`config.mk`:
```
export PLATFORM = sky130hd
export DESIGN_NAME = dict_finder
export DESIGN_NICKNAME = d
export VERILOG_FILES = /design/src/rtl/dict_finder.sv
export SDC_FILE = /design/constraint.sdc
export NUM_CORES = 1
export LEC_CHECK = 0
export BUFFER_PORTS_ARGS = -buffer_cell sky130_fd_sc_hd__buf_2
export CELL_PAD_IN_SITES_DETAIL_PLACEMENT = 0
export CELL_PAD_IN_SITES_GLOBAL_PLACEMENT = 1
export CORE_ASPECT_RATIO = 1.4
export CORE_MARGIN = 8
export CORE_UTILIZATION = 46
export DETAILED_ROUTE_END_ITERATION = 8
export PLACE_DENSITY_LB_ADDON = 0.1
export RECOVER_POWER = 25
export SLEW_MARGIN = 20
export SYNTH_ARGS = -nofsm -noshare
export SYNTH_HDL_FRONTEND = slang
export SYNTH_SLANG_ARGS = --single-unit
```
`constraint.sdc`:
```
create_clock -name clk -period 3.4 [get_ports clk]
set_input_delay 0.34 -clock clk [delete_from_list [all_inputs] [get_ports clk]]
set_output_delay 0.34 -clock clk [all_outputs]
set_load 0.005 [all_outputs]
```
`src/rtl/dict_finder.sv`:
```
// dict_finder: dictionary search engine for the ForthSuper outer interpreter.
// Skips leading blanks in the TIB, measures the next token, then walks the
// linked dictionary from a context LFA looking for a name of equal length and
// equal characters. Memory is a byte-wide read port with one cycle of latency.
//
// Ports:
//   clk, rst_n    clock, asynchronous active-low reset
//   start         1-cycle request, taken only while bsy=0
//   ctx           LFA of the newest dictionary word (latched on start)
//   tib_a         first TIB byte address (latched on start)
//   mem_a         memory read address; data returns on mem_q next cycle
//   mem_q         memory read data
//   bsy           search in progress
//   done          1-cycle pulse, results valid
//   hit, imm      token found / immediate flag of the found word
//   pfa           address following the found name
//   tlen          token length (all-ones when the token is too long)
//   tib_nxt       TIB resume address
module dict_finder #(
    parameter int unsigned DSZ   = 8,
    parameter int unsigned ASZ   = 17,
    parameter int unsigned LSZ   = 2,
    parameter int unsigned NSZ   = 5,
    parameter bit          ICASE = 1'b0
) (
    input  logic           clk,
    input  logic           rst_n,
    input  logic           start,
    input  logic [ASZ-1:0] ctx,
    input  logic [ASZ-1:0] tib_a,
    output logic [ASZ-1:0] mem_a,
    input  logic [DSZ-1:0] mem_q,
    output logic           bsy,
    output logic           done,
    output logic           hit,
    output logic           imm,
    output logic [ASZ-1:0] pfa,
    output logic [NSZ-1:0] tlen,
    output logic [ASZ-1:0] tib_nxt
);

    localparam int unsigned   LW   = 8 * LSZ;
    localparam int unsigned   CW   = NSZ + 1;
    localparam logic [ASZ-1:0] HOFS = ASZ'(LSZ + 1);
    localparam logic [1:0]    BEND = 2'(LSZ);
    localparam logic [DSZ-1:0] SP  = DSZ'(8'h20);
    localparam logic [DSZ-1:0] NUL = DSZ'(8'h00);

    typedef enum logic [2:0] {
        S_IDLE,
        S_SKIP,
        S_TLEN,
        S_LNK,
        S_LEN,
        S_CMP
    } state_t;

    state_t         state;
    logic [ASZ-1:0] ctx_r;     // latched context LFA
    logic [ASZ-1:0] tst;       // token start address
    logic [ASZ-1:0] cur;       // LFA of the entry being examined
    logic [LW-1:0]  lnk;       // link field of the current entry
    logic [CW-1:0]  cnt;       // token length counter, saturates at 2**NSZ
    logic [NSZ-1:0] ci;        // character index inside CMP
    logic           ph;        // CMP phase: 0 = dict byte arriving, 1 = TIB byte arriving
    logic [DSZ-1:0] dch;       // folded dictionary character awaiting its TIB partner
    logic           immb;      // immediate bit of the entry under comparison
    logic           pr;        // mem_q holds a TIB byte (false on the first SKIP cycle)
    logic [1:0]     bidx;      // cycle index inside LNK

    logic [ASZ-1:0] prv;       // address of the byte on mem_q during sequential TIB scans
    logic [ASZ-1:0] nma;       // address of the first name byte of the current entry

    assign prv = mem_a - ASZ'(1);
    assign nma = cur + HOFS;

    // ASCII lower-case folding, active only when ICASE is set
    function automatic logic [DSZ-1:0] fold(input logic [DSZ-1:0] c);
        if (ICASE && (c >= DSZ'(8'h61)) && (c <= DSZ'(8'h7A)))
            return c - DSZ'(8'h20);
        return c;
    endfunction

    // Search FSM; each state drives mem_a and consumes the byte requested one cycle earlier
    always_ff @(posedge clk or negedge rst_n) begin
        if (!rst_n) begin
            state   <= S_IDLE;
            mem_a   <= '0;
            bsy     <= 1'b0;
            done    <= 1'b0;
            hit     <= 1'b0;
            imm     <= 1'b0;
            pfa     <= '0;
            tlen    <= '0;
            tib_nxt <= '0;
            ctx_r   <= '0;
            tst     <= '0;
            cur     <= '0;
            lnk     <= '0;
            cnt     <= '0;
            ci      <= '0;
            ph      <= 1'b0;
            dch     <= '0;
            immb    <= 1'b0;
            pr      <= 1'b0;
            bidx    <= '0;
        end else begin
            done <= 1'b0;
            case (state)
                S_IDLE: begin
                    if (start && !bsy) begin
                        ctx_r <= ctx;
                        mem_a <= tib_a;
                        bsy   <= 1'b1;
                        hit   <= 1'b0;
                        imm   <= 1'b0;
                        pr    <= 1'b0;
                        state <= S_SKIP;
                    end
                end

                // Sequential TIB reads; the first cycle has no TIB byte yet
                S_SKIP: begin
                    mem_a <= mem_a + ASZ'(1);
                    pr    <= 1'b1;
                    if (pr) begin
                        if (mem_q == NUL) begin
                            tlen    <= '0;
                            tib_nxt <= prv;
                            bsy     <= 1'b0;
                            done    <= 1'b1;
                            state   <= S_IDLE;
                        end else if (mem_q != SP) begin
                            tst   <= prv;
                            cnt   <= CW'(1);
                            state <= S_TLEN;
                        end
                    end
                end

                // Count token bytes up to the delimiter
                S_TLEN: begin
                    mem_a <= mem_a + ASZ'(1);
                    if ((mem_q == SP) || (mem_q == NUL)) begin
                        tib_nxt <= (mem_q == SP) ? mem_a : prv;
                        if (cnt[NSZ]) begin
                            tlen  <= '1;
                            bsy   <= 1'b0;
                            done  <= 1'b1;
                            state <= S_IDLE;
                        end else begin
                            tlen  <= cnt[NSZ-1:0];
                            cur   <= ctx_r;
                            mem_a <= ctx_r;
                            bidx  <= '0;
                            state <= S_LNK;
                        end
                    end else if (!cnt[NSZ]) begin
                        cnt <= cnt + CW'(1);
                    end
                end

                // Gather the little-endian link, then request the length byte
                S_LNK: begin
                    if ((bidx == 2'd0) && (cur == '0)) begin
                        bsy   <= 1'b0;
                        done  <= 1'b1;
                        state <= S_IDLE;
                    end else begin
                        if (bidx != 2'd0)
                            lnk <= (lnk >> 8) | (LW'(mem_q[7:0]) << (LW - 8));
                        if (bidx == BEND) begin
                            mem_a <= nma;
                            state <= S_LEN;
                        end else begin
                            mem_a <= mem_a + ASZ'(1);
                            bidx  <= bidx + 2'd1;
                        end
                    end
                end

                // Length/smudge filter before any character is compared
                S_LEN: begin
                    if (!mem_q[6] && (mem_q[NSZ-1:0] == tlen)) begin
                        immb  <= mem_q[7];
                        ci    <= '0;
                        ph    <= 1'b0;
                        mem_a <= tst;
                        state <= S_CMP;
                    end else begin
                        cur   <= ASZ'(lnk);
                        mem_a <= ASZ'(lnk);
                        bidx  <= '0;
                        state <= S_LNK;
                    end
                end

                // Interleaved dictionary/TIB reads, one character every two cycles
                S_CMP: begin
                    if (!ph) begin
                        dch   <= fold(mem_q);
                        mem_a <= nma + ASZ'(ci) + ASZ'(1);
                        ph    <= 1'b1;
                    end else if (fold(mem_q) != dch) begin
                        cur   <= ASZ'(lnk);
                        mem_a <= ASZ'(lnk);
                        bidx  <= '0;
                        state <= S_LNK;
                    end else if ((ci + NSZ'(1)) == tlen) begin
                        hit   <= 1'b1;
                        imm   <= immb;
                        pfa   <= nma + ASZ'(tlen);
                        bsy   <= 1'b0;
                        done  <= 1'b1;
                        state <= S_IDLE;
                    end else begin
                        ci    <= ci + NSZ'(1);
                        ph    <= 1'b0;
                        mem_a <= tst + ASZ'(ci) + ASZ'(1);
                    end
                end

                default: begin
                    bsy   <= 1'b0;
                    state <= S_IDLE;
                end
            endcase
        end
    end

endmodule

```
* Word-level counts from Yosys, hierarchy flattened *
Index checks and enable logic that the tools add are counted.

cells by class
  equality and inequality tests = 34
  muxes and demuxes = 91
  add/subtract/negate cells = 11
  reduce and logical (&&, ||, !) cells = 36
  bitwise logic cells = 6

operators with widths
  cell                   number
  $mux 17                18
  $pmux 17 s6            1
  $add 17x1->17 const B  3
  $add 17x5->17          3
  $pmux 17 s3            1
  $mux 5                 8
  $ne 2x2->1 const B     19
  $pmux 17 s2            1
  $mux 3                 11
  $mux 6                 5
  $mux 1                 27
  $pmux 5 s2             2
  $pmux 3 s6             1
  $add 17x2->17 const B  1
  $logic_not 17->1       1
  $sub 17x1->17 const B  1
  $mux 2                 8
  $or 8x16->16           1
  $reduce_and 4->1       4
  $reduce_and 5->1       3
  $pmux 6 s2             1
  $reduce_and 6->1       2
  $eq 5x5->1             2
  $reduce_and 10->1      1
  other kinds (31)       53

word-level totals
  bits in registers = 154

* Longest topological paths before layout *
  depth in word-level cells = 6
  mapped depth = 12
  depth with buffers taken out = 11

* Least setup slack after synthesis *
OpenSTA, ideal clock, no wires.

  path type = register to register
  start = reg cur[0]
  end = reg mem_a[15]
  stages on the path, launching flop included = 11
  setup slack = 0.445 ns
  data required time = 3.272 ns
  library setup time = 0.128 ns
  arrival time = 2.827 ns
  clock period less this slack = 2.955 ns
  path through = dfrtp_1 > buf_6 > inv_1 > ha_1 > or4_1 > mux2_4 > o32a_1 > a311o_1 > or4_1 > nand3_1 > a21oi_1

between the ends
  word-level cells in the longest chain between the ends = 5

ends and longest elaborated chain
  item                      RTL line  source
  start: declaration        61        logic [ASZ-1:0] cur;
  start signal: assignment  153       cur <= ctx_r;
  start signal: assignment  191       cur <= ASZ'(lnk);
  start signal: assignment  205       cur <= ASZ'(lnk);
  $add 17x2->17             75        assign nma = cur + HOFS;
  $add 17x5->17             202       mem_a <= nma + ASZ'(ci) + ASZ'(1);
  $add 17x1->17             202
  $mux 17                   200       if (!ph) begin
  $pmux 17 s6               109       case (state)
  end signal: assignment    113       mem_a <= tib_a;
  end signal: assignment    202
  end signal: assignment    206       mem_a <= ASZ'(lnk);
  end: declaration          31        output logic [ASZ-1:0] mem_a,

Parallel ways exist; a longest one is shown, timed or not. The select of a mux whose other input is x is not followed.
A chain may end at the register's enable or synchronous reset.

* Worst setup path after layout *
  start = reg cur[0]
  end = reg mem_a[10]

Same word-level chain as after synthesis.

==> impl_metrics.ini <==
[run_status]
violations = max-capacitance violations, max-slew violations
outcome = finished with violations

[sta]
fin_skew_ps = 11.2
worst_pin_slew_ps = 1810
fmax_mhz = 327
fin_setup_tns_ps = 0
drv_slew = 71
rsz0062_at_grt = no
finalSetupViolCount = 0
min_period_ps = 3060
hold_viol_final = 0
worst_slack_ps = 341
relSlewSlack_pct = -20.4
fin_crit_sh_pct = 90.0
holdWs_ps = 134

[placed_design]
gp_congestion = 0.957
dp_slack_ps = 401
dp_hpwl_microns = 29600
port_buffers = 104
dp_cells = 1539

[power]
p_clk_share_pct = 17.2
ir_drop_mv = 0.509
swShare_pct = 46.5
sequentialPowerShare_pct = 32.7
total_power_mw = 11.3
p_leak_nw = 5.09
combPwrFrac_pct = 50.1
intPower_mw = 6.04
power_density_mw_per_mm2 = 955
p_switching_mw = 5.25

[clock_tree]
clock_latency_ps = 440
htreeDepth = 4
cts_made_buffers = 17
root_buffer = clkbuf_16
clk_pin_slew_worst_paths_ps = 60
cts_max_path_buffers = 2
cts_setup_buffers = 0
cts_tree = built
cts.sinks = 154

[yosys]
synth_top_cells_by_area = dfrtp_1 (38%), xnor2_1 (6.0%), mux2_2 (5.1%), o21ai_0 (4.6%), nor2_1 (4.4%)
avgSynthCellArea_sq_um = 8.77
synth-async-reset-ratio_pct = 100
synthTopCellsByCount = dfrtp_1 (154), nor2_1 (119), nand2_1 (111)
syn_area_sq_mm = 0.0102
synthCells = 1169
synth-seq-cells = 154
synth_fp_nets = 1240
synth_edf_count = 0
yosysTopAreaCellShare_pct = 37.6
seq_area_frac_synth_pct = 37.6
synthFlopType = dfrtp_1
synth.distinct_cells = 77
synth.most_common_cell = dfrtp_1
synth_top_area_cell = dfrtp_1
yosysWarningCount = 0

[global_routing]
grt_pass1_vias = 9446
grt_overflow_total = 0
antenna_found_initial = 2
grtUsageTotal_pct = 28.8
grt_max_degree = 72
grt_first_pass_wirelength_microns = 58200

[worst_setup_path]
worst_path_largest_cell_delay_ps = 540
crit_family = compound AO/OA/AOI/OAI gates
cp.buffers_inverters = 2
critPathMaxFanout = 8
cp_common_cell = ha_1
critPathSlowestCell = a2111oi_0
path_depth = 12
worstPathArrival_ps = 3360
crit_required_ps = 3710
critical_path_class = flop to flop
path_cells = inv_1, ha_1, nand3b_1, xnor2_1, ha_1, a21oi_1, a21boi_0, buf_4, nand3_1, xor2_1, a2111oi_0, nor3_1
startpoint_type = flop
end_kind = flop
reg2reg_depth = 12

[final_layout]
fillerInstances = 2159
seqCellArea_sq_mm = 0.00385
final_nets = 1333
multi_input_area_sq_mm = 0.00600
syn2layout_area_growth_pct = 15.3
fin_cells = 1570
drive_above_1_share_pct = 17.5

[min_path]
hp-class = input port to flop
hold-path-cell-count = 2

[detailed_routing]
wl_per_cell_microns = 24.3
finalWirelength_microns = 38100
routed_via_density = 6.07
drtPass1Iterations = 7
antenna_left = 0
num_vias = 9532
drt-initial-drc-count = 934
drc = 0

[floorplanning]
io_pins = 105
die_x_microns = 142
die-area_sq_mm = 0.0274
start_util_pct = 46.9
rows = 64
coreArea_sq_mm = 0.0219
die_y_microns = 193

[run]
maxCapViolations = 1
==> power groups by stage <==
| stage | Sequential [mW] | Clock, mW | Combinational (mW) |
|---|---|---|---|
| 6_report | 3.69 | 1.94 | 5.66 |
| 5_1_grt | 3.76 | 2.05 | 6.16 |
| 4_1_cts | 3.66 | 1.98 | 5.62 |
| 3_5_place_dp | 3.68 | 0 | 5.59 |
| 3_3_place_gp | 3.68 | 0 | 5.57 |
| 2_1_floorplan | 2.91 | 0 | 4.15 |
==> per-layer routing <==
metal / up-vias / part of all wire [%] / track usage (%)
met2: 379 / 49 / 48.9
met5: - / 0.029 / 0
li1: 4397 / - / -
met4: 2 / 5.2 / 16.0
met3: 114 / 6.0 / 4.88
met1: 4640 / 40 / 34.0
==> state kept, by name, indices dropped and copies added (netlist names) <==
| name | count |
|---|---|
| dch | 8 |
| state | 3 |
| hit | 1 |
| done | 1 |
| immb | 1 |
| ph | 1 |
| ci | 5 |
| imm | 1 |
| bsy | 1 |
| lnk | 16 |
| tib_nxt | 17 |
| ctx_r | 17 |
| pr | 1 |
| bidx | 2 |
| cnt | 6 |
| tst | 17 |
| mem_a | 17 |
| cur | 17 |
| tlen | 5 |
| pfa | 17 |
==> timing repair <==
action                                 CTS  global route
hold buffers                             1             0
endpoints found under the hold margin   69             0
resized for setup                        0             0
==> worst paths after layout <==
| kind | start | to | slack (ps) |
|---|---|---|---|
| worst max-delay path | cur[0] | mem_a[10] | 340 |
| worst min-delay path | ctx[0] | ctx_r[0] | 130 |
| worst max register to register | cur[0] | mem_a[10] | 340 |
| worst min register to register | tib_nxt[9] | tib_nxt[9] | 470 |
| max in group asynchronous | rst_n | cnt[2] | 1280 |
| min in group asynchronous | rst_n | pfa[8] | 900 |
==> cells by family after synthesis <==
kind of cell / count (synthesis) / synth area share, %
xor gates and xnor gates: 116 / 9.91
and+or+nand+nor: 418 / 20.0
AOI/OAI and AO/OA: 283 / 18.0
buffers and inverters: 107 / 4.15
adders and majority gates: 26 / 3.39
DFF: 154 / 37.6
muxes: 65 / 6.96
==> placed cells by master (no fill, tap or decap), types with 13 or more instances in the layout <==
cell,n
nor2_1,118
mux2_2,46
or3_1,16
nand2_1,111
nand4_1,19
xor2_1,46
mux2i_1,18
dfrtp_1,154
o21ai_0,94
buf_2,84
inv_1,27
nor3_1,24
o31ai_1,13
nand2b_1,13
clkbuf_16,17
clkbuf_1,22
nand3_1,35
ha_1,23
a21oi_1,59
buf_4,46
xnor2_1,70
==> final cells by class <==
cell class,instances,area share (%)
sequential,154,32.6
multi-input combinational,908,50.7
clock buffer,22,3.93
timing repair buffer,154,7.72
tap,297,3.14
inverter,27,0.857
antenna,1,0.0212
clock inverter,7,1.01
==> stage by stage <==
stage	utilization, %	instance area [sq um]
6_report	54.1	11800
5_1_grt	54.1	11800
4_1_cts	54.2	11800
3_5_place_dp	51.5	11300
3_3_place_gp	51.5	11300
2_1_floorplan	-	10200
Power figures use the tool's default switching activity.
